===== config.mk =====
export PLATFORM = sky130hd
export DESIGN_NAME = datapath_regfile
export DESIGN_NICKNAME = d
export VERILOG_FILES = /design/src/rtl/datapath_regfile.sv
export SDC_FILE = /design/constraint.sdc
export NUM_CORES = 1
export LEC_CHECK = 0
export ABC_AREA = 1
export ABC_CLOCK_PERIOD_IN_PS = 6550
export CAP_MARGIN = 30
export CORE_ASPECT_RATIO = 0.8
export CORE_MARGIN = 2
export CORE_UTILIZATION = 40
export DETAILED_ROUTE_END_ITERATION = 8
export PLACE_DENSITY = 0.58
export RECOVER_POWER = 25
export SETUP_SLACK_MARGIN = 0.4
export SYNTH_ARGS = -nofsm -noshare
export SYNTH_HDL_FRONTEND = slang
export SYNTH_SLANG_ARGS = --single-unit

===== constraint.sdc =====
create_clock -name clk -period 6.55 [get_ports clk]
set_input_delay 1.6375 -clock clk [delete_from_list [all_inputs] [get_ports clk]]
set_output_delay 1.6375 -clock clk [all_outputs]
set_load 0.01 [all_outputs]

===== src/rtl/datapath_regfile.sv =====
// Register file and shared-bus datapath below the processor control unit.
// Holds PC/AR/IR/AC/R/R1-R4 and a four-op ALU that writes AC.
module datapath_regfile #(
  parameter int DW     = 16,
  parameter int RSEL_W = 4
) (
  input  logic              clk,
  input  logic              rst_n,
  input  logic [RSEL_W-1:0] read_en,
  input  logic [15:0]       write_en,
  input  logic [15:0]       inc_en,
  input  logic [15:0]       clr_en,
  input  logic [2:0]        alu_op,
  input  logic [DW-1:0]     im_rdata,
  input  logic [DW-1:0]     dm_rdata,
  output logic [DW-1:0]     im_addr,
  output logic [DW-1:0]     dm_addr,
  output logic [DW-1:0]     dm_wdata,
  output logic              dm_we,
  output logic [DW-1:0]     instruction,
  output logic [DW-1:0]     z,
  output logic [DW-1:0]     bus_dbg
);

  localparam int B_PC = 1;
  localparam int B_AR = 2;
  localparam int B_IR = 3;
  localparam int B_AC = 4;
  localparam int B_R  = 5;
  localparam int B_R4 = 6;
  localparam int B_R3 = 7;
  localparam int B_R2 = 8;
  localparam int B_R1 = 9;
  localparam int B_DM = 11;

  localparam logic [RSEL_W-1:0] SEL_PC = RSEL_W'(1);
  localparam logic [RSEL_W-1:0] SEL_AR = RSEL_W'(2);
  localparam logic [RSEL_W-1:0] SEL_IR = RSEL_W'(4);
  localparam logic [RSEL_W-1:0] SEL_AC = RSEL_W'(5);
  localparam logic [RSEL_W-1:0] SEL_R  = RSEL_W'(6);
  localparam logic [RSEL_W-1:0] SEL_R1 = RSEL_W'(7);
  localparam logic [RSEL_W-1:0] SEL_R2 = RSEL_W'(8);
  localparam logic [RSEL_W-1:0] SEL_R3 = RSEL_W'(9);
  localparam logic [RSEL_W-1:0] SEL_R4 = RSEL_W'(10);
  localparam logic [RSEL_W-1:0] SEL_DM = RSEL_W'(12);
  localparam logic [RSEL_W-1:0] SEL_IM = RSEL_W'(13);

  localparam logic [2:0] OP_ADD = 3'd1;
  localparam logic [2:0] OP_SUB = 3'd2;
  localparam logic [2:0] OP_MUL = 3'd3;
  localparam logic [2:0] OP_SHL = 3'd4;

  logic [DW-1:0] pc_q, ar_q, ir_q, ac_q, r_q, r1_q, r2_q, r3_q, r4_q;
  logic [DW-1:0] pc_d, ar_d, ir_d, ac_d, r_d, r1_d, r2_d, r3_d, r4_d;
  logic [DW-1:0] bus;
  logic [DW-1:0] alu_res;
  logic          alu_wr;
  logic          unused_en;

  // Enable bits with no register behind them; DM only uses its load bit.
  assign unused_en = ^{write_en[0], write_en[10], write_en[15:12],
                       inc_en[0], inc_en[15:10], clr_en[0], clr_en[15:10]};

  always_comb begin
    bus = '0;
    unique case (read_en)
      SEL_PC:  bus = pc_q;
      SEL_AR:  bus = ar_q;
      SEL_IR:  bus = ir_q;
      SEL_AC:  bus = ac_q;
      SEL_R:   bus = r_q;
      SEL_R1:  bus = r1_q;
      SEL_R2:  bus = r2_q;
      SEL_R3:  bus = r3_q;
      SEL_R4:  bus = r4_q;
      SEL_DM:  bus = dm_rdata;
      SEL_IM:  bus = im_rdata;
      default: bus = '0;
    endcase
  end

  always_comb begin
    alu_res = ac_q;
    alu_wr  = 1'b1;
    unique case (alu_op)
      OP_ADD:  alu_res = ac_q + r_q;
      OP_SUB:  alu_res = ac_q - r_q;
      OP_MUL:  alu_res = ac_q * r_q;
      OP_SHL:  alu_res = {ac_q[DW-2:0], 1'b0};
      default: alu_wr  = 1'b0;
    endcase
  end

  function automatic logic [DW-1:0] reg_next(input logic [DW-1:0] cur,
                                             input logic [DW-1:0] bus_v,
                                             input logic clr, input logic ld,
                                             input logic inc);
    logic [DW-1:0] nxt;
    nxt = cur;
    if (clr)      nxt = '0;
    else if (ld)  nxt = bus_v;
    else if (inc) nxt = cur + DW'(1);
    return nxt;
  endfunction

  always_comb begin
    pc_d = reg_next(pc_q, bus, clr_en[B_PC], write_en[B_PC], inc_en[B_PC]);
    ar_d = reg_next(ar_q, bus, clr_en[B_AR], write_en[B_AR], inc_en[B_AR]);
    ir_d = reg_next(ir_q, bus, clr_en[B_IR], write_en[B_IR], inc_en[B_IR]);
    r_d  = reg_next(r_q,  bus, clr_en[B_R],  write_en[B_R],  inc_en[B_R]);
    r1_d = reg_next(r1_q, bus, clr_en[B_R1], write_en[B_R1], inc_en[B_R1]);
    r2_d = reg_next(r2_q, bus, clr_en[B_R2], write_en[B_R2], inc_en[B_R2]);
    r3_d = reg_next(r3_q, bus, clr_en[B_R3], write_en[B_R3], inc_en[B_R3]);
    r4_d = reg_next(r4_q, bus, clr_en[B_R4], write_en[B_R4], inc_en[B_R4]);
  end

  // AC: an ALU write outranks a bus load, but a clear outranks both.
  always_comb begin
    ac_d = ac_q;
    if (clr_en[B_AC])        ac_d = '0;
    else if (alu_wr)         ac_d = alu_res;
    else if (write_en[B_AC]) ac_d = bus;
    else if (inc_en[B_AC])   ac_d = ac_q + DW'(1);
  end

  always_ff @(posedge clk or negedge rst_n) begin
    if (!rst_n) begin
      pc_q <= '0;
      ar_q <= '0;
      ir_q <= '0;
      ac_q <= '0;
      r_q  <= '0;
      r1_q <= '0;
      r2_q <= '0;
      r3_q <= '0;
      r4_q <= '0;
    end else begin
      pc_q <= pc_d;
      ar_q <= ar_d;
      ir_q <= ir_d;
      ac_q <= ac_d;
      r_q  <= r_d;
      r1_q <= r1_d;
      r2_q <= r2_d;
      r3_q <= r3_d;
      r4_q <= r4_d;
    end
  end

  assign im_addr     = pc_q;
  assign dm_addr     = ar_q;
  assign dm_wdata    = bus;
  assign dm_we       = write_en[B_DM];
  assign instruction = ir_q;
  assign z           = {{(DW-1){1'b0}}, (ac_q == '0)};
  assign bus_dbg     = bus;

endmodule


==> flow_metrics.env <==
export IMPL_outcome="complete, but fails checks"
export IMPL_violations="capacitance limit, slew limit"
export IMPL_rsz0062_at_grt="false"
export IMPL_synth_main_ff_cell="dfrtp_1"
export IMPL_drtAntennaViolNets=0
export IMPL_cts_path_max_buffers=2
export IMPL_cp_end_kind="primary output"
export IMPL_p_leak_nw=9.07
export IMPL_holdPathEnd="r4_q[4]"
export IMPL_grt_max_degree=69
export IMPL_yosysTopAreaCell="dfrtp_1"
export IMPL_synth_cell_types=49
export IMPL_cts_buffers=17
export IMPL_synth_area_leaders="dfrtp_1 22%, inv_1 10%, fa_1 10%"
export IMPL_htree_num_levels=4
export IMPL_post_drt_via_cell_ratio=5.53
export IMPL_fin_nets=2676
export IMPL_skew_ns=0.0150
export IMPL_ff2ff_setup_slack_ns=0.69
export IMPL_synth_area_per_cell_um2=6.95
export IMPL_finalSetupTns_ns=0
export IMPL_cpPeakStageDelay_ns=0.62
export IMPL_wire_per_inst_um=20.9
export IMPL_drc=0
export IMPL_drive_above_1_share_pct=7.08
export IMPL_cp_required_ns=4.91
export IMPL_slowest_stage="clkdlybuf4s50_1"
export IMPL_cp_start_kind="input pin"
export IMPL_grt_pass1_vias=15300
export IMPL_drtPass1Iterations=6
export IMPL_whs_path_depth=2
export IMPL_placed_area_um2=18100
export IMPL_worst_pin_slew_ns=2.28
export IMPL_yosysSeqAreaShare_pct=22.3
export IMPL_reg2reg_to="ac_q[15]"
export IMPL_critPathMaxFanout=9
export IMPL_syn_to_final_growth_pct=15.8
export IMPL_finalSetupViolCount=0
export IMPL_worstHoldStart="r4_q[4]"
export IMPL_start_util_pct=40.8
export IMPL_die_area_um2=42100
export IMPL_yosys_warnings=0
export IMPL_synth_most_common_cell="inv_1"
export IMPL_p_per_area_nw_per_um2=196
export IMPL_slew_headroom_pct=-52.1
export IMPL_grt_remaining_overflow=0
export IMPL_io_pin_count=186
export IMPL_core_area_um2=39700
export IMPL_cts_tree="yes"
export IMPL_crit_reg2reg_launch="r_q[4]"
export IMPL_fp_row_count=65
export IMPL_crit_chain="clkdlybuf4s50_1 > nor2_1 > nand2_1 > buf_4 > o22ai_1 > a221oi_1 > nand3_2 > clkdlybuf4s50_1"
export IMPL_finalPower_mw=3.66
export IMPL_cpMostUsedCell="clkdlybuf4s50_1"
export IMPL_fin_crit_ns=6.12
export IMPL_synth_top_area_share_pct=22.3
export IMPL_diodes=0
export IMPL_synth_edf_count=0
export IMPL_dieHeight_um=184
export IMPL_fill_cells=4106
export IMPL_gp_congestion=0.960
export IMPL_fmaxAchievable_ghz=0.163
export IMPL_grt_usage_pct=29.4
export IMPL_hold_class="register to register"
export IMPL_critPathKind="input pin to primary output"
export IMPL_maxCapViolations=3
export IMPL_rr_worst_depth=22
export IMPL_cts_root_buf="clkbuf_16"
export IMPL_postSynth_asyncResetShare_pct=100
export IMPL_syn_area_um2=16200
export IMPL_slew_violations=149
export IMPL_synth_cells=2328
export IMPL_worstSkewPairLatency_ns=0.46
export IMPL_vias=16500
export IMPL_fin_crit_sh_pct=93.4
export IMPL_worst_ir_drop_vdd_mv=0.196
export IMPL_port_buffers=148
export IMPL_first_iter_violations=2079
export IMPL_hold_viol_final=0
export IMPL_die_x_um=229
export IMPL_final_core_util_pct=47.2
export IMPL_grt_antenna_before_repair=0
export IMPL_drt_wl_total_mm=62.3
export IMPL_cp_arrival_ns=4.48
export IMPL_ys_top_cells_by_count="435 x inv_1, 391 x nand2_1, 231 x o21ai_0"
export IMPL_hpwl_mm=48.1
export IMPL_cts_setup_buffers=0
export IMPL_cts_sinks=144
export IMPL_clk_pin_slew_ns=0.06
export IMPL_grt_pass1_wl_mm=93.6
export IMPL_synth_seq_cells=144
export IMPL_final_cell_area_um2=18700
-- critical path: cells and delay by family --
kind / cells / cell delay [ns]
AOI/OAI and AO/OA: 2 / 0.56
buffers and inverters: 3 / 1.43
and+or+nand+nor: 3 / 0.83
-- placed cells by master (no fill, tap or decap), types with 17 or more instances in the layout --
cell,n
inv_1,435
nand2_1,390
o21ai_0,231
nor2_1,150
clkdlybuf4s50_1,147
dfrtp_1,134
xor2_1,115
a21oi_1,112
nand3_1,109
o22ai_1,101
fa_1,81
ha_1,76
buf_4,51
nor3_1,27
a221oi_1,25
o21ai_1,19
inv_2,18
a31oi_1,18
nand4_1,18
o211ai_1,18
clkbuf_16,17
-- stage by stage --
stage / setup slack [ns] / hold WS (ns) / std cells
4_1_cts: 0.508 / 0.579 / 2979
3_5_place_dp: 0.209 / 0.562 / 2947
5_1_grt: 0.388 / 0.630 / 2979
3_3_place_gp: 0.269 / 0.563 / 2947
2_1_floorplan: 1.20 / 0.491 / 2342
6_report: 0.433 / 0.582 / 2979
-- per-layer routing --
layer	vias up	share of wire (%)	global-route usage (%)
met3	99	12	9.10
met1	7861	45	42.9
met4	0	2.4	7.77
li1	7729	-	-
met5	-	0	0
met2	795	41	41.6
-- worst max path at each step --
| stage | cells after the start | endpoint | from | slack (ns) |
|---|---|---|---|---|
| finish | 8 | dm_wdata[3] | read_en[1] | 0.43 |
| global route | 8 | dm_wdata[3] | read_en[1] | 0.39 |
| CTS | 7 | bus_dbg[7] | read_en[1] | 0.51 |
| detailed placement | 7 | bus_dbg[15] | read_en[2] | 0.21 |
| global placement | 7 | bus_dbg[15] | read_en[2] | 0.27 |
| floorplan | 24 | ac_q[14] | ac_q[6] | 1.20 |
-- cells by family after synthesis --
logic type,after synthesis,synth area share (%)
fa+ha+maj,157,15.9
flops,144,22.3
buf+inv,592,14.8
xor+xnor,118,6.39
simple gates,763,21.1
compound gates,553,19.5
other cells,1,0.0232
-- timing repair --
action                                  4_1_cts  5_1_grt
endpoints found under the setup margin       27       10
gates resized for setup                       1       15
hold buffers                                  0        0
-- flip-flops by register name, indices dropped and copies added (netlist names) --
register / cells
ac_q: 16
dm_addr: 16
im_addr: 16
instruction: 16
r1_q: 16
r2_q: 16
r3_q: 16
r4_q: 16
r_q: 16
-- where the power goes --
part	switching (mW)	internal [mW]	total, mW
registers	0.173	0.963	1.14
clock network	0.443	0.575	1.02
logic	0.981	0.528	1.51
-- area by class of cell --
cell class / count / area [um2] / area share (%)
flip-flops and latches: 144 / 3620 / 19.3
clock buffers: 18 / 439 / 2.34
well taps: 536 / 671 / 3.58
multi-input cells: 1606 / 10300 / 54.8
repair buffers: 201 / 1870 / 9.96
clock inverters: 14 / 159 / 0.848
inverters: 460 / 1730 / 9.21
Power figures use the tool's default switching activity.
